`config.mk`:
```
export PLATFORM = sky130hd
export DESIGN_NAME = rc4_stream_xor_ctrl
export DESIGN_NICKNAME = d
export VERILOG_FILES = /design/src/rtl/rc4_stream_xor_ctrl.sv
export SDC_FILE = /design/constraint.sdc
export NUM_CORES = 1
export LEC_CHECK = 0
export CORE_AREA = 2 2 75 77
export DETAILED_ROUTE_END_ITERATION = 12
export DIE_AREA = 0 0 77 79
export PLACE_DENSITY_LB_ADDON = 0.3
export SLEW_MARGIN = 20
export SYNTH_ARGS = -nofsm -noshare
export SYNTH_HDL_FRONTEND = slang
export SYNTH_SLANG_ARGS = --single-unit
export TNS_END_PERCENT = 100
```
`constraint.sdc`:
```
create_clock -name clk -period 3.8 [get_ports clk]
set_input_delay 0.38 -clock clk [delete_from_list [all_inputs] [get_ports clk]]
set_output_delay 0.38 -clock clk [all_outputs]
set_load 0.05 [all_outputs]
```
`src/rtl/rc4_stream_xor_ctrl.sv`:
```
// RC4 keystream consumer: requests S-array generation, then XORs each ciphertext byte with one
// freshly requested keystream byte and hands the plaintext out on a valid/ready interface.
module rc4_stream_xor_ctrl #(
    parameter int unsigned DATA_W  = 8,
    parameter int unsigned LEN_W   = 16,
    parameter int unsigned TIMEOUT = 1024
) (
    input  logic              clk,
    input  logic              rst_i,
    input  logic              start_i,
    input  logic [LEN_W-1:0]  msg_len_i,
    output logic              genStateArr_o,
    input  logic              sarrGenerated_i,
    output logic              genVal_o,
    input  logic              valReady_i,
    input  logic [DATA_W-1:0] keystream_i,
    input  logic              cipher_valid_i,
    output logic              cipher_ready_o,
    input  logic [DATA_W-1:0] cipher_i,
    output logic              plain_valid_o,
    input  logic              plain_ready_i,
    output logic [DATA_W-1:0] plain_o,
    output logic              busy_o,
    output logic              done_o,
    output logic              error_o,
    output logic [LEN_W-1:0]  bytes_left_o
);

    localparam int unsigned TmrW = (TIMEOUT > 1) ? $clog2(TIMEOUT) : 1;
    localparam logic [TmrW-1:0] TmrMax = TmrW'(TIMEOUT - 1);

    typedef enum logic [3:0] {
        StIdle, StInitReq, StInitWait, StByteWait, StKsReq, StKsWait, StOut, StDone, StErr
    } state_e;

    state_e            state_q, state_d;
    logic [TmrW-1:0]   timer_q, timer_d;
    logic [LEN_W-1:0]  bytes_left_q, bytes_left_d;
    logic [DATA_W-1:0] cipher_q, cipher_d;
    logic [DATA_W-1:0] plain_q, plain_d;
    logic              error_q, error_d;
    logic              done_q, done_d;

    always_ff @(posedge clk) begin
        if (rst_i) begin
            state_q      <= StIdle;
            timer_q      <= '0;
            bytes_left_q <= '0;
            cipher_q     <= '0;
            plain_q      <= '0;
            error_q      <= 1'b0;
            done_q       <= 1'b0;
        end else begin
            state_q      <= state_d;
            timer_q      <= timer_d;
            bytes_left_q <= bytes_left_d;
            cipher_q     <= cipher_d;
            plain_q      <= plain_d;
            error_q      <= error_d;
            done_q       <= done_d;
        end
    end

    always_comb begin
        state_d      = state_q;
        timer_d      = '0;
        bytes_left_d = bytes_left_q;
        cipher_d     = cipher_q;
        plain_d      = plain_q;
        error_d      = error_q;
        done_d       = 1'b0;
        case (state_q)
            StIdle, StDone, StErr: begin
                if (start_i) begin
                    bytes_left_d = msg_len_i;
                    error_d      = 1'b0;
                    if (msg_len_i == '0) begin
                        state_d = StDone;
                        done_d  = 1'b1;
                    end else begin
                        state_d = StInitReq;
                    end
                end
            end
            StInitReq: state_d = StInitWait;
            StInitWait: begin
                if (sarrGenerated_i) begin
                    state_d = StByteWait;
                end else if (timer_q == TmrMax) begin
                    state_d = StErr;
                    error_d = 1'b1;
                end
            end
            StByteWait: begin
                if (cipher_valid_i) begin
                    cipher_d = cipher_i;
                    state_d  = StKsReq;
                end
            end
            StKsReq: state_d = StKsWait;
            StKsWait: begin
                // A keystream byte arriving on the last timer count still wins over the timeout.
                if (valReady_i) begin
                    plain_d = cipher_q ^ keystream_i;
                    if (bytes_left_q != '0) begin
                        bytes_left_d = bytes_left_q - 1'b1;
                    end
                    state_d = StOut;
                end else if (timer_q == TmrMax) begin
                    state_d = StErr;
                    error_d = 1'b1;
                end
            end
            StOut: begin
                if (plain_ready_i) begin
                    if (bytes_left_q == '0) begin
                        state_d = StDone;
                        done_d  = 1'b1;
                    end else begin
                        state_d = StByteWait;
                    end
                end
            end
            default: state_d = StIdle;
        endcase
        // Timer only runs while parked in a wait state; any entry sees it at zero.
        if ((state_q == StInitWait || state_q == StKsWait) && state_d == state_q) begin
            timer_d = (timer_q == TmrMax) ? timer_q : timer_q + 1'b1;
        end
    end

    always_comb begin
        genStateArr_o  = 1'b0;
        genVal_o       = 1'b0;
        cipher_ready_o = 1'b0;
        plain_valid_o  = 1'b0;
        busy_o         = 1'b1;
        unique case (state_q)
            StInitReq:             genStateArr_o  = 1'b1;
            StByteWait:            cipher_ready_o = 1'b1;
            StKsReq:               genVal_o       = 1'b1;
            StOut:                 plain_valid_o  = 1'b1;
            StIdle, StDone, StErr: busy_o         = 1'b0;
            default:               busy_o         = 1'b1;
        endcase
    end

    assign plain_o      = plain_q;
    assign bytes_left_o = bytes_left_q;
    assign error_o      = error_q;
    assign done_o       = done_q;

endmodule
```
Yosys cells after proc, flatten, opt, wreduce, memory -nomap -nowiden
Index checks and enable logic that the tools add are counted.
- register bits: 48
- input port bits: 39
- output and inout port bits: 31
- word-level logic and storage cells: 68
- $add $sub $neg: 2
- equal/unequal tests: 15
- muxes and demuxes: 28
- bitwise gates (word level): 2
- reductions and logical operators: 14
- operators with widths (operator ; count):
    two-way mux 16 bit ; 3
    zero test 16 bit ; 2
    case mux 16 bit (2 select lines) ; 1
    case mux 4 bit (7 select lines) ; 1
    two-way mux 4 bit ; 6
    == test 4 x 3 -> 1 bit, second input constant ; 4
    nonzero test 16 bit ; 1
    subtractor 16 x 1 -> 16 bit, second input constant ; 1
    two-way mux 1 bit ; 13
    adder 10 x 1 -> 10 bit, second input constant ; 1
    == test 10 bit, second input constant ; 1
    inequality test 2 bit, second input constant ; 5
    == test 4 x 2 -> 1 bit, second input constant ; 2
    AND reduction 4 bit ; 2
    XOR 8 bit ; 1
    two-way mux 3 bit ; 2
    == test 4 x 1 -> 1 bit, second input constant ; 1
    == test 4 bit ; 1
    == test 4 bit, second input constant ; 1
    zero test 4 bit ; 1
    AND reduction 2 bit ; 2
    case mux 1 bit (3 select lines) ; 1
    nonzero test 3 bit ; 1
    OR reduction 3 bit ; 1
    other kinds (6) ; 6

Longest topological paths before layout
Gate-level depths: netlist of run 1.
- depth after elaboration: 8
- depth in mapped cells: 8
- mapped depth without buffers: 7

Worst setup path after synthesis of run 1
No wires, ideal clock.
- path kind: register to register
- start: reg state_q[1]
- end: reg state_q[2]
- setup time: 0.074 ns
- arrival: 2.816 ns
- required time: 3.726 ns
- setup slack: 0.909 ns
- stages on the path, launching flop included: 7
- buffers on the path: 1
- clock period less this slack: 2.891 ns
- cell sequence: dfxtp_1 -> clkbuf_1 -> nor4bb_1 -> nand4_1 -> o22ai_1 -> a21oi_1 -> a31oi_1
- longest elaborated chain between the ends: 3
- elaborated cells between the ends (all ways): 11
- classes of those cells: eq/ne (8); mux (1); reduce/logical (2)
- ends and longest elaborated chain (item ; line ; source):
    from (decl) ; 36 ; state_e state_q, state_d;
    from (signal assigned) ; 46 ; state_q <= StIdle;
    from (signal assigned) ; 54 ; state_q <= state_d;
    == test 4 x 3 -> 1 bit (tied with other cells) ; 72 ; case (state_q)
    OR reduction 3 bit ; 72 ;
    case mux 4 bit (7 select lines) (*) ; 72 ;
Mark *: on every way between the ends. The rest lies on a longest branch, timed or not.
A chain may end at the register's enable or synchronous reset.

Worst setup path after layout of run 1
- start: reg state_q[2]
- end: out plain_valid_o
- longest elaborated chain between the ends: 2
- ends and longest elaborated chain (item ; line ; source):
    == test 4 x 3 -> 1 bit ; 138 ; unique case (state_q)
    two-way mux 1 bit ; 138 ;
    to (decl) ; 20 ; output logic plain_valid_o,
Every way passes these cells.

==> load_flow_metrics.sql, run 1 <==
INSERT INTO impl_metrics (metric_group, metric, value, unit) VALUES
('outcome', 'result_of_the_run', 'complete, no violations', ''),
('power_and_ir_drop', 'power_frac_comb', '32.3', '%'),
('power_and_ir_drop', 'pwr_density_cell', '411.3', 'mW/mm^2'),
('sta', 'min_tclk_post_route', '2.665', 'ns'),
('synth', 'synthDistinctLibCells', '58', ''),
('sta', 'slew_headroom', '47.90', '%'),
('drt', 'drcViolationCount', '0', ''),
('drt', 'first_pass_iters', '5', ''),
('floorplan', 'design.portCount', '70', ''),
('synth', 'proportion_of_synthesized_chip_area_in_sequential_cells', '36.50', '%'),
('drt', 'ant_nets', '0', ''),
('clock_network', 'clkSinkCount', '48', ''),
('power_and_ir_drop', 'power_switching', '0.5122', 'mW'),
('worst_setup_path', 'max_fanout_on_critical_path', '18', ''),
('run', 'max_cap_violations', '0', ''),
('power_and_ir_drop', 'sw_frac_of_total', '35.87', '%'),
('floorplan', 'design.die.area', '0.006083', 'sq mm'),
('cells_and_area', 'drive_gt1_share', '6.443', '%'),
('worst_setup_path', 'timing.critical_path.required', '3.42', 'ns'),
('clock_network', 'tritoncts', 'yes', ''),
('sta', 'rsz_0062_raised_after_global_routing', 'no', ''),
('global_routing', 'gr-total-overflow', '0', ''),
('place', 'detailedPlacementHpwl', '4619', 'um'),
('worst_setup_path', 'max_stage_delay', '0.88', 'ns'),
('clock_network', 'h-tree-depth', '2', ''),
('synth', 'ys.flop_type', 'sky130_fd_sc_hd__dfxtp_1', ''),
('global_routing', 'grt_antenna_before_repair', '0', ''),
('power_and_ir_drop', 'static_leakage_power', '1.252', 'nW'),
('global_routing', 'grt_first_pass_wirelength', '11270', 'um'),
('place', 'port-buffer-count', '69', ''),
('global_routing', 'track_usage', '22.48', '%'),
('global_routing', 'largest_net_degree_at_the_start_of_global_routing', '41', ''),
('synth', 'async_reset_ff_share', '0', '%'),
('synth', 'yosys.area_share.xor_xnor', '3.992', '%'),
('sta', 'fin_skew', '0.009386', 'ns'),
('power_and_ir_drop', 'power.total', '1.428', 'mW'),
('drt', 'finalWirelength', '6480', 'um'),
('synth', 'synth_top_family_by_area', 'simple AND/OR/NAND/NOR gates', ''),
('clock_network', 'cts.root.buffer_cell', 'sky130_fd_sc_hd__clkbuf_8', ''),
('power_and_ir_drop', 'worst_supply_voltage_drop_on_vdd', '0.2578', 'mV'),
('cells_and_area', 'finish.net_count', '429', ''),
('synth', 'synth.avg_cell_area', '8.075', 'sq um'),
('floorplan', 'initial_core_util', '49.32', '%'),
('sta', 'worst_slack', '1.135', 'ns'),
('synth', 'synth_cells', '326', ''),
('place', 'gp_routability_congestion', '0.8894', ''),
('clock_network', 'cts_setup_buffers', '0', ''),
('synth', 'yosys.area_share.adder', '1.426', '%'),
('sta', 'timing.final.max_slew_violations', '0', ''),
('worst_setup_path', 'cp_cell_sequence', 'nor4bb_1, clkdlybuf4s50_1', ''),
('cells_and_area', 'finalInstanceArea', '0.003472', 'sq mm'),
('worst_setup_path', 'r2r_slack', '1.32', 'ns'),
('sta', 'setup_viol_count_final', '0', ''),
('floorplan', 'fp.coreArea', '0.005338', 'sq mm'),
('sta', 'final.setup.tns', '0', 'ns'),
('synth', 'synth_enable_flop_cells', '0', ''),
('floorplan', 'floorplan.die.height', '79', 'um'),
('power_and_ir_drop', 'power.sequential.fraction', '40.8', '%'),
('synth', 'post_synth_and_or_nand_nor_area_fraction', '27.71', '%'),
('clock_network', 'tritoncts_buffers', '5', ''),
('sta', 'clock.fmax', '0.3752', 'GHz'),
('worst_setup_path', 'worst_setup_path_endpoint', 'plain_valid_o', ''),
('place', 'dpl-instance-area', '0.003356', 'sq mm'),
('clock_network', 'clock_slew_at_reported_path_ffs', '0.10', 'ns'),
('sta', 'report.final.hold_viol_count', '0', ''),
('worst_hold_path', 'hold_path.class', 'reg -> reg', ''),
('global_routing', 'via_count_of_the_first_global_routing_pass', '2378', ''),
('synth', 'compound_gate_fraction_of_synth_area', '21.48', '%'),
('synth', 'syn_area', '0.002633', 'sq mm'),
('floorplan', 'die-width', '77', 'um'),
('power_and_ir_drop', 'power.share.clock', '26.9', '%');
==> worst max-delay path, delay by kind of cell, from the launching register on <==
family | cells | cell delay, ns
and+or+nand+nor | 1 | 0.46
DFF | 1 | 0.64
buffers and inverters | 1 | 0.88
==> registers in the layout, summed over array words and instances, names as in the netlist <==
signal	flops
plain_o	8
error_o	1
timer_q	10
done_o	1
bytes_left_o	16
cipher_q	8
state_q	4
==> final cells by class <==
cell class | instances | area, sq um
flip-flops and latches | 48 | 960.9
inverters | 5 | 18.77
clock inverters | 3 | 47.55
multi-input cells | 253 | 1558
well taps | 72 | 90.09
repair buffers | 74 | 728.2
fillers | 508 | 1866
clock buffers | 5 | 68.82
==> how the worst min path moves through the flow <==
stage / slack, ns / end / cells past startpoint
5_1_grt: 0.50 / error_o$_SDFFE_PP0P_ / 2
4_1_cts: 0.47 / error_o$_SDFFE_PP0P_ / 2
6_report: 0.47 / error_o$_SDFFE_PP0P_ / 2
3_3_place_gp: 0.44 / error_o$_SDFFE_PP0P_ / 2
2_1_floorplan: 0.48 / timer_q[1]$_SDFFE_PP0N_ / 2
3_5_place_dp: 0.45 / error_o$_SDFFE_PP0P_ / 2
==> routing by layer <==
layer,wire length [um],track usage [%],part of all wire (%),vias up
li1,-,-,-,1310
met2,3074,37.11,47,82
met3,379,4.773,5.8,7
met4,84,8.036,1.3,0
met1,2941,29.18,45,1221
met5,0,0,0,-
==> synthesized netlist by cell type (3+ instances only) <==
cell type	instances	share of area [%]
sky130_fd_sc_hd__ha_1	3	1.4
sky130_fd_sc_hd__a211oi_1	9	2.6
sky130_fd_sc_hd__o21ai_0	8	1.5
sky130_fd_sc_hd__dfxtp_1	48	37
sky130_fd_sc_hd__and2_1	4	0.95
sky130_fd_sc_hd__xor2_1	3	1.0
sky130_fd_sc_hd__o21ai_1	13	2.5
sky130_fd_sc_hd__nand4_1	4	0.95
sky130_fd_sc_hd__nor2_1	45	6.4
sky130_fd_sc_hd__buf_2	4	0.76
sky130_fd_sc_hd__nand3b_1	3	0.86
sky130_fd_sc_hd__inv_1	5	0.71
sky130_fd_sc_hd__nand2b_1	8	1.9
sky130_fd_sc_hd__or2_2	6	1.4
sky130_fd_sc_hd__nor4_1	5	1.2
sky130_fd_sc_hd__nand2_1	19	2.7
sky130_fd_sc_hd__and3_1	3	0.71
sky130_fd_sc_hd__clkbuf_1	13	1.9
sky130_fd_sc_hd__a21oi_1	28	5.3
sky130_fd_sc_hd__nand3_1	8	1.5
sky130_fd_sc_hd__nor3b_1	3	0.86
sky130_fd_sc_hd__a31oi_1	8	1.9
sky130_fd_sc_hd__xnor2_1	9	3.0
sky130_fd_sc_hd__nor3_1	10	1.9
sky130_fd_sc_hd__a21o_1	6	1.7
sky130_fd_sc_hd__mux2i_1	12	4.6
==> logic make-up after synthesis <==
| group | after synthesis |
|---|---|
| AND/OR/NAND/NOR | 135 |
| multiplexers | 12 |
| XOR/XNOR | 12 |
| AO/OA/AOI/OAI | 91 |
| flip-flops | 48 |
| buffers and inverters | 25 |
| adder cells (fa/ha/maj) | 3 |
==> placed cells by master, fill, tap and decap left out, types with 9 or more instances in the layout <==
| cell type | synthesis | final |
|---|---|---|
| sky130_fd_sc_hd__a211oi_1 | 9 | 9 |
| sky130_fd_sc_hd__a21oi_1 | 28 | 28 |
| sky130_fd_sc_hd__nand2_1 | 19 | 19 |
| sky130_fd_sc_hd__clkdlybuf4s50_1 | 0 | 69 |
| sky130_fd_sc_hd__nor3_1 | 10 | 10 |
| sky130_fd_sc_hd__nor2_1 | 45 | 45 |
| sky130_fd_sc_hd__xnor2_1 | 9 | 9 |
| sky130_fd_sc_hd__o21ai_1 | 13 | 13 |
| sky130_fd_sc_hd__dfxtp_1 | 48 | 48 |
| sky130_fd_sc_hd__mux2i_1 | 12 | 12 |
==> per-stage QoR <==
step | std cells | hold WS [ns] | util (%)
after detailed placement | 452 | 0.4515 | 62.87
after global placement | 452 | 0.4431 | 62.87
final | 460 | 0.4708 | 65.05
after floorplan | 326 | 0.4793 | -
after CTS | 460 | 0.4745 | 65.05
after global routing | 460 | 0.4967 | 65.05
==> power by group through the flow <==
stage | Combinational (mW) | Sequential, mW | Clock (mW)
2_1_floorplan | 0.254 | 0.649 | 0
3_3_place_gp | 0.453 | 0.591 | 0
3_5_place_dp | 0.457 | 0.593 | 0
4_1_cts | 0.461 | 0.581 | 0.396
5_1_grt | 0.502 | 0.589 | 0.419
6_report | 0.461 | 0.582 | 0.385
(Power assumes the default switching activity.)
==> run 2, diff against run 1 <==
--- a/config.mk
+++ b/config.mk
@@ -5,9 +5,9 @@
 export SDC_FILE = /design/constraint.sdc
 export NUM_CORES = 1
 export LEC_CHECK = 0
-export CORE_AREA = 2 2 75 77
+export CORE_AREA = 2 2 77 79
 export DETAILED_ROUTE_END_ITERATION = 12
-export DIE_AREA = 0 0 77 79
+export DIE_AREA = 0 0 79 81
 export PLACE_DENSITY_LB_ADDON = 0.3
 export SLEW_MARGIN = 20
 export SYNTH_ARGS = -nofsm -noshare
==> constraint.sdc (replaced) <==
create_clock -name clk -period 2.7 [get_ports clk]
set_input_delay 0.27 -clock clk [delete_from_list [all_inputs] [get_ports clk]]
set_output_delay 0.27 -clock clk [all_outputs]
set_load 0.05 [all_outputs]
==> load_flow_metrics.sql, run 2 (synthesized netlist as in run 1, its figures left out) <==
INSERT INTO impl_metrics (metric_group, metric, value, unit) VALUES
('drt', 'wl_per_cell', '13.91', 'um'),
('floorplan', 'design.die.area', '0.006399', 'sq mm'),
('clock_network', 'clkSinkCount', '48', ''),
('place', 'port-buffer-count', '69', ''),
('place', 'gp_routability_congestion', '0.8409', ''),
('sta', 'final_min_period_over_clock_period', '94.79', '%'),
('cells_and_area', 'finish.net_count', '433', ''),
('worst_setup_path', 'timing.critical_path.required', '2.43', 'ns'),
('power_and_ir_drop', 'power_frac_comb', '33.4', '%'),
('floorplan', 'design.portCount', '70', ''),
('cells_and_area', 'drive_gt1_share', '7.653', '%'),
('place', 'detailedPlacementHpwl', '4626', 'um'),
('power_and_ir_drop', 'worst_supply_voltage_drop_on_vdd', '0.3436', 'mV'),
('clock_network', 'cts.root.buffer_cell', 'sky130_fd_sc_hd__clkbuf_8', ''),
('sta', 'timing.final.max_slew_violations', '0', ''),
('global_routing', 'gr-total-overflow', '0', ''),
('clock_network', 'cts_setup_buffers', '0', ''),
('cells_and_area', 'num-fill-cells', '510', ''),
('floorplan', 'die-width', '79', 'um'),
('worst_setup_path', 'end_kind', 'output pin', ''),
('cells_and_area', 'multi_input_area', '0.001564', 'sq mm'),
('power_and_ir_drop', 'power_switching', '0.7243', 'mW'),
('worst_hold_path', 'hold-path-endpoint', 'error_o$_SDFFE_PP0P_', ''),
('drt', 'first_iter_violations', '198', ''),
('worst_setup_path', 'worst_r2r_startpoint', 'bytes_left_o[0]$_SDFFE_PP0P_', ''),
('sta', 'worst_slew_pin_slew', '0.5649', 'ns'),
('worst_setup_path', 'cp_cell_sequence', 'nor4bb_2, clkdlybuf4s50_1', ''),
('clock_network', 'tritoncts_buffers', '5', ''),
('cells_and_area', 'areaGrowthSynthToFinish', '33.37', '%'),
('worst_hold_path', 'holdCritStartpoint', 'error_o$_SDFFE_PP0P_', ''),
('drt', 'ant_nets', '0', ''),
('outcome', 'result_of_the_run', 'complete, no violations', ''),
('sta', 'slew_headroom', '62.34', '%'),
('sta', 'min_tclk_post_route', '2.559', 'ns'),
('worst_setup_path', 'r2r_slack', '0.41', 'ns'),
('power_and_ir_drop', 'internal_power', '1.310', 'mW'),
('cells_and_area', 'layout_commonest_cell', 'sky130_fd_sc_hd__clkdlybuf4s50_1', ''),
('sta', 'rsz_0062_raised_after_global_routing', 'no', ''),
('worst_setup_path', 'max_fanout_on_critical_path', '18', ''),
('sta', 'final.setup.tns', '0', 'ns'),
('drt', 'drcViolationCount', '0', ''),
('worst_setup_path', 'max_stage_delay', '0.87', 'ns'),
('clock_network', 'h-tree-depth', '2', ''),
('worst_setup_path', 'crit-reg2reg-capture', 'bytes_left_o[15]$_SDFFE_PP0P_', ''),
('cells_and_area', 'num_antenna_cells', '0', ''),
('floorplan', 'fp.coreArea', '0.005675', 'sq mm'),
('power_and_ir_drop', 'static_leakage_power', '1.268', 'nW'),
('worst_setup_path', 'crit_path_start_kind', 'flop', ''),
('place', 'dp.cells', '459', ''),
('run', 'max_cap_violations', '0', ''),
('worst_hold_path', 'hold_path.class', 'reg -> reg', ''),
('power_and_ir_drop', 'power.total', '2.035', 'mW'),
('worst_setup_path', 'critPathArrivalTime', '2.29', 'ns'),
('sta', 'setup_viol_count_final', '0', ''),
('sta', 'fin_skew', '0.009089', 'ns'),
('floorplan', 'initial_core_util', '46.38', '%'),
('sta', 'report.final.hold_viol_count', '0', ''),
('cells_and_area', 'postLayoutCoreUtil', '61.86', '%'),
('clock_network', 'ctsResizeCount', '0', ''),
('worst_setup_path', 'worst_path_max_delay_cell', 'sky130_fd_sc_hd__clkdlybuf4s50_1', ''),
('global_routing', 'largest_net_degree_at_the_start_of_global_routing', '40', ''),
('clock_network', 'cts_max_path_buffers', '2', ''),
('global_routing', 'track_usage', '21.44', '%'),
('power_and_ir_drop', 'power.share.clock', '26.4', '%'),
('floorplan', 'core.rowCount', '28', ''),
('clock_network', 'worstSkewPairLatency', '0.30', 'ns'),
('power_and_ir_drop', 'pwr_density_cell', '579.5', 'mW/mm^2'),
('worst_setup_path', 'timing.reg2reg.worst_path_depth', '8', ''),
('power_and_ir_drop', 'power.sequential.fraction', '40.1', '%'),
('cells_and_area', 'top_library_cells_by_usage_in_the_layout_fill_and_taps_aside', 'sky130_fd_sc_hd__clkdlybuf4s50_1 (69), sky130_fd_sc_hd__dfxtp_1 (48), sky130_fd_sc_hd__nor2_1 (45)', ''),
('power_and_ir_drop', 'sw_frac_of_total', '35.60', '%'),
('clock_network', 'tritoncts', 'yes', ''),
('sta', 'clock.fmax', '0.3907', 'GHz'),
('global_routing', 'grt_antenna_before_repair', '0', ''),
('global_routing', 'via_count_of_the_first_global_routing_pass', '2375', ''),
('place', 'dpl-instance-area', '0.003396', 'sq mm'),
('clock_network', 'clock_slew_at_reported_path_ffs', '0.10', 'ns'),
('cells_and_area', 'sequential_cell_area', '960.9', 'sq um'),
('cells_and_area', 'finalInstanceArea', '0.003511', 'sq mm'),
('global_routing', 'grt_first_pass_wirelength', '10920', 'um'),
('cells_and_area', 'largest_reg_flops', '16', ''),
('clock_network', 'cts.hold.buffers_added', '0', ''),
('drt', 'first_pass_iters', '4', ''),
('floorplan', 'floorplan.die.height', '81', 'um'),
('drt', 'num_vias', '2623', ''),
('cells_and_area', 'post_layout_instance_count_excluding_filler_cells', '467', ''),
('drt', 'finalWirelength', '6496', 'um'),
('drt', 'routed_via_density', '5.617', ''),
('worst_hold_path', 'worst_hold_path.num_cells', '2', ''),
('worst_setup_path', 'critical_path_class', 'reg -> out', '');
-- run 2: changes by cell type in the layout (fill, tap and decap cells not counted) --
cell	before	now
sky130_fd_sc_hd__buf_4	5	9
sky130_fd_sc_hd__clkinv_4	2	0
sky130_fd_sc_hd__inv_6	0	1
sky130_fd_sc_hd__nor4bb_1	2	1
sky130_fd_sc_hd__clkinvlp_4	0	1
sky130_fd_sc_hd__nor4bb_2	0	1
-- run 2: worst max path at each step --
stage | startpoint | slack, ns | endpoint
2_1_floorplan | bytes_left_o[0]$_SDFFE_PP0P_ | 0.37 | bytes_left_o[15]$_SDFFE_PP0P_
3_3_place_gp | bytes_left_o[0]$_SDFFE_PP0P_ | 0.50 | bytes_left_o[15]$_SDFFE_PP0P_
3_5_place_dp | bytes_left_o[0]$_SDFFE_PP0P_ | 0.44 | bytes_left_o[15]$_SDFFE_PP0P_
4_1_cts | state_q[2]$_SDFF_PP0_ | 0.16 | plain_valid_o
5_1_grt | state_q[2]$_SDFF_PP0_ | 0.05 | plain_valid_o
6_report | state_q[2]$_SDFF_PP0_ | 0.14 | plain_valid_o
-- run 2: layout make-up --
cell class / count / share of cell area, %
multi-input cells: 253 / 44.55
inverters: 5 / 0.5346
flip-flops and latches: 48 / 27.37
repair buffers: 78 / 21.60
well taps: 75 / 2.673
clock inverters: 3 / 1.319
clock buffers: 5 / 1.960
-- run 2: metal layers --
metal	GRT usage [%]	vias to the layer above	wire length (um)
met5	0	-	0
met4	7.414	0	65
met3	5.000	6	435
met2	35.93	88	3137
met1	27.24	1208	2858
li1	-	1321	-
-- run 2: per-stage QoR --
stage	hold WS, ns	worst slack [ns]
floorplan	0.4139	0.3702
global placement	0.4417	0.4961
detailed placement	0.4470	0.4394
CTS	0.4609	0.1585
global route	0.5041	0.04740
finish	0.4565	0.1407
-- run 2: power groups by stage --
| stage | Clock [mW] | Combinational [mW] | Sequential [mW] |
|---|---|---|---|
| finish | 0.538 | 0.680 | 0.816 |
| global route | 0.581 | 0.741 | 0.825 |
| global placement | 0 | 0.669 | 0.828 |
| CTS | 0.555 | 0.679 | 0.815 |
| floorplan | 0 | 0.358 | 0.913 |
| detailed placement | 0 | 0.675 | 0.832 |
-- run 2: critical path, delay by kind of cell (launching register included) --
family,cells,cell delay (ns)
flops,1,0.67
simple gates,1,0.44
buf+inv,1,0.87
==> run 3, diff against run 2 <==
--- a/config.mk
+++ b/config.mk
@@ -5,9 +5,9 @@
 export SDC_FILE = /design/constraint.sdc
 export NUM_CORES = 1
 export LEC_CHECK = 0
-export CORE_AREA = 2 2 77 79
+export CORE_AREA = 2 2 55 109
 export DETAILED_ROUTE_END_ITERATION = 12
-export DIE_AREA = 0 0 79 81
+export DIE_AREA = 0 0 57 111
 export PLACE_DENSITY_LB_ADDON = 0.3
 export SLEW_MARGIN = 20
 export SYNTH_ARGS = -nofsm -noshare
==> load_flow_metrics.sql, run 3 (synthesized netlist as in run 1, its figures left out) <==
INSERT INTO impl_metrics (metric_group, metric, value, unit) VALUES
('worst_setup_path', 'worstPathBufferInverterCount', '1', ''),
('drt', 'wl_per_cell', '14.73', 'um'),
('global_routing', 'grt_antenna_before_repair', '0', ''),
('cells_and_area', 'areaGrowthSynthToFinish', '33.41', '%'),
('sta', 'clock.fmax', '0.3942', 'GHz'),
('global_routing', 'gr-total-overflow', '0', ''),
('clock_network', 'cts.root.buffer_cell', 'sky130_fd_sc_hd__clkbuf_16', ''),
('clock_network', 'tritoncts', 'yes', ''),
('clock_network', 'cts.hold.buffers_added', '0', ''),
('outcome', 'result_of_the_run', 'complete, no violations', ''),
('drt', 'first_iter_violations', '114', ''),
('sta', 'slew_headroom', '58.02', '%'),
('drt', 'drcViolationCount', '0', ''),
('place', 'gp_routability_congestion', '0.8335', ''),
('clock_network', 'tritoncts_buffers', '5', ''),
('drt', 'num_vias', '2622', ''),
('clock_network', 'cts_setup_buffers', '0', ''),
('run', 'max_cap_violations', '0', ''),
('power_and_ir_drop', 'worst_supply_voltage_drop_on_vdd', '0.5795', 'mV'),
('clock_network', 'h-tree-depth', '2', ''),
('power_and_ir_drop', 'static_leakage_power', '1.270', 'nW'),
('clock_network', 'cts_max_path_buffers', '2', ''),
('worst_setup_path', 'critPathArrivalTime', '2.27', 'ns'),
('place', 'detailedPlacementHpwl', '4707', 'um'),
('worst_setup_path', 'cp_cell_sequence', 'nor4bb_2, clkdlybuf4s50_1', ''),
('worst_hold_path', 'hold_path.class', 'reg -> reg', ''),
('floorplan', 'die-width', '57', 'um'),
('clock_network', 'clkSinkCount', '48', ''),
('clock_network', 'ctsResizeCount', '0', ''),
('drt', 'first_pass_iters', '4', ''),
('global_routing', 'via_count_of_the_first_global_routing_pass', '2503', ''),
('worst_setup_path', 'worst_path_max_delay_cell', 'sky130_fd_sc_hd__clkdlybuf4s50_1', ''),
('place', 'port-buffer-count', '69', ''),
('cells_and_area', 'post_layout_instance_count_excluding_filler_cells', '451', ''),
('worst_setup_path', 'cp_top_family', 'buffers and inverters', ''),
('worst_setup_path', 'timing.critical_path.required', '2.43', 'ns'),
('floorplan', 'fp.coreArea', '0.005563', 'sq mm'),
('cells_and_area', 'num_antenna_cells', '0', ''),
('power_and_ir_drop', 'power.total', '2.106', 'mW'),
('global_routing', 'largest_net_degree_at_the_start_of_global_routing', '40', ''),
('cells_and_area', 'drive_gt1_share', '7.179', '%'),
('floorplan', 'initial_core_util', '47.32', '%'),
('clock_network', 'clock_slew_at_reported_path_ffs', '0.06', 'ns'),
('worst_setup_path', 'critical_path_class', 'reg -> out', ''),
('cells_and_area', 'postLayoutCoreUtil', '63.14', '%'),
('sta', 'setup_viol_count_final', '0', ''),
('sta', 'final_min_period_over_clock_period', '93.95', '%'),
('sta', 'report.final.hold_viol_count', '0', ''),
('worst_setup_path', 'max_fanout_on_critical_path', '18', ''),
('cells_and_area', 'finish.net_count', '431', ''),
('sta', 'min_tclk_post_route', '2.537', 'ns'),
('drt', 'ant_nets', '0', ''),
('global_routing', 'track_usage', '21.47', '%'),
('floorplan', 'design.portCount', '70', ''),
('sta', 'worst_slew_pin_slew', '0.6239', 'ns'),
('global_routing', 'grt_first_pass_wirelength', '11230', 'um'),
('place', 'dp.cells', '443', ''),
('worst_setup_path', 'end_kind', 'output pin', ''),
('worst_setup_path', 'crit_path_start_kind', 'flop', ''),
('cells_and_area', 'layout_commonest_cell', 'sky130_fd_sc_hd__clkdlybuf4s50_1', ''),
('floorplan', 'design.die.area', '0.006327', 'sq mm'),
('sta', 'final.setup.tns', '0', 'ns'),
('sta', 'rsz_0062_raised_after_global_routing', 'no', ''),
('drt', 'finalWirelength', '6643', 'um'),
('power_and_ir_drop', 'pwr_density_cell', '599.7', 'mW/mm^2'),
('clock_network', 'worstSkewPairLatency', '0.29', 'ns'),
('sta', 'fin_skew', '0.005258', 'ns'),
('drt', 'routed_via_density', '5.814', ''),
('floorplan', 'core.rowCount', '39', ''),
('cells_and_area', 'largest_reg_flops', '16', ''),
('sta', 'timing.final.max_slew_violations', '0', ''),
('worst_setup_path', 'max_stage_delay', '0.87', 'ns'),
('floorplan', 'floorplan.die.height', '111', 'um'),
('cells_and_area', 'top_library_cells_by_usage_in_the_layout_fill_and_taps_aside', 'sky130_fd_sc_hd__clkdlybuf4s50_1 (69), sky130_fd_sc_hd__dfxtp_1 (48), sky130_fd_sc_hd__nor2_1 (45)', '');
-- run 3: changes by cell type in the layout (fill, tap and decap cells not counted), sizes merged --
cell,before,now
inv,6,5
buf,9,7
bufinv,1,0
clkinv,0,1
clkinvlp,1,2
-- run 3: path summary, 6_finish.rpt --
kind / slack (ns) / end / start / cells past startpoint
worst max-delay path: 0.16 / plain_valid_o / state_q[2]$_SDFF_PP0_ / 2
worst min-delay path: 0.46 / error_o$_SDFFE_PP0P_ / error_o$_SDFFE_PP0P_ / 2
worst max register to register: 0.37 / bytes_left_o[15]$_SDFFE_PP0P_ / bytes_left_o[0]$_SDFFE_PP0P_ / 8
worst min register to register: 0.46 / error_o$_SDFFE_PP0P_ / error_o$_SDFFE_PP0P_ / 2
-- run 3: where the power goes --
part           switching (mW)  internal [mW]
Combinational           0.389          0.269
Sequential             0.0743          0.748
Clock                   0.280          0.345
Total                   0.744           1.36
-- run 3: routing by layer --
layer / GRT usage (%) / share of wire, % / wire, um / up-vias
met5: 0 / 0 / 0 / -
met3: 4.784 / 6.5 / 429 / 10
met2: 35.48 / 50 / 3291 / 94
met1: 26.62 / 42 / 2808 / 1212
li1: - / - / - / 1306
met4: 8.217 / 1.7 / 114 / 0
-- run 3: worst reg2reg max path, cell delays in order (launching register included) --
cell and delay [ns]:
sky130_fd_sc_hd__dfxtp_1 0.35, sky130_fd_sc_hd__inv_1 0.10, sky130_fd_sc_hd__ha_1 0.16, sky130_fd_sc_hd__or3b_1 0.35
sky130_fd_sc_hd__or4b_1 0.55, sky130_fd_sc_hd__o21ai_2 0.13, sky130_fd_sc_hd__buf_4 0.31, sky130_fd_sc_hd__o21ai_0 0.19
sky130_fd_sc_hd__a21oi_2 0.15
-- run 3: final cells by class --
type                            instances  area [sq um]
Sequential cell                        48         960.9
Inverter                                5         18.77
Clock inverter                          3         23.77
Fill cell                             503          2051
Clock buffer                            5         125.1
Tap cell                               61         76.32
Timing Repair Buffer                   76         743.2
Multi-Input combinational cell        253          1564
-- run 3: per-stage QoR --
stage / instance area, sq um / hold slack [ns] / setup slack, ns
floorplan: 2639 / 0.4139 / 0.3702
global placement: 3363 / 0.4436 / 0.4994
detailed placement: 3363 / 0.4521 / 0.4084
CTS: 3512 / 0.4611 / 0.1868
global route: 3512 / 0.4765 / 0.06916
finish: 3512 / 0.4569 / 0.1633
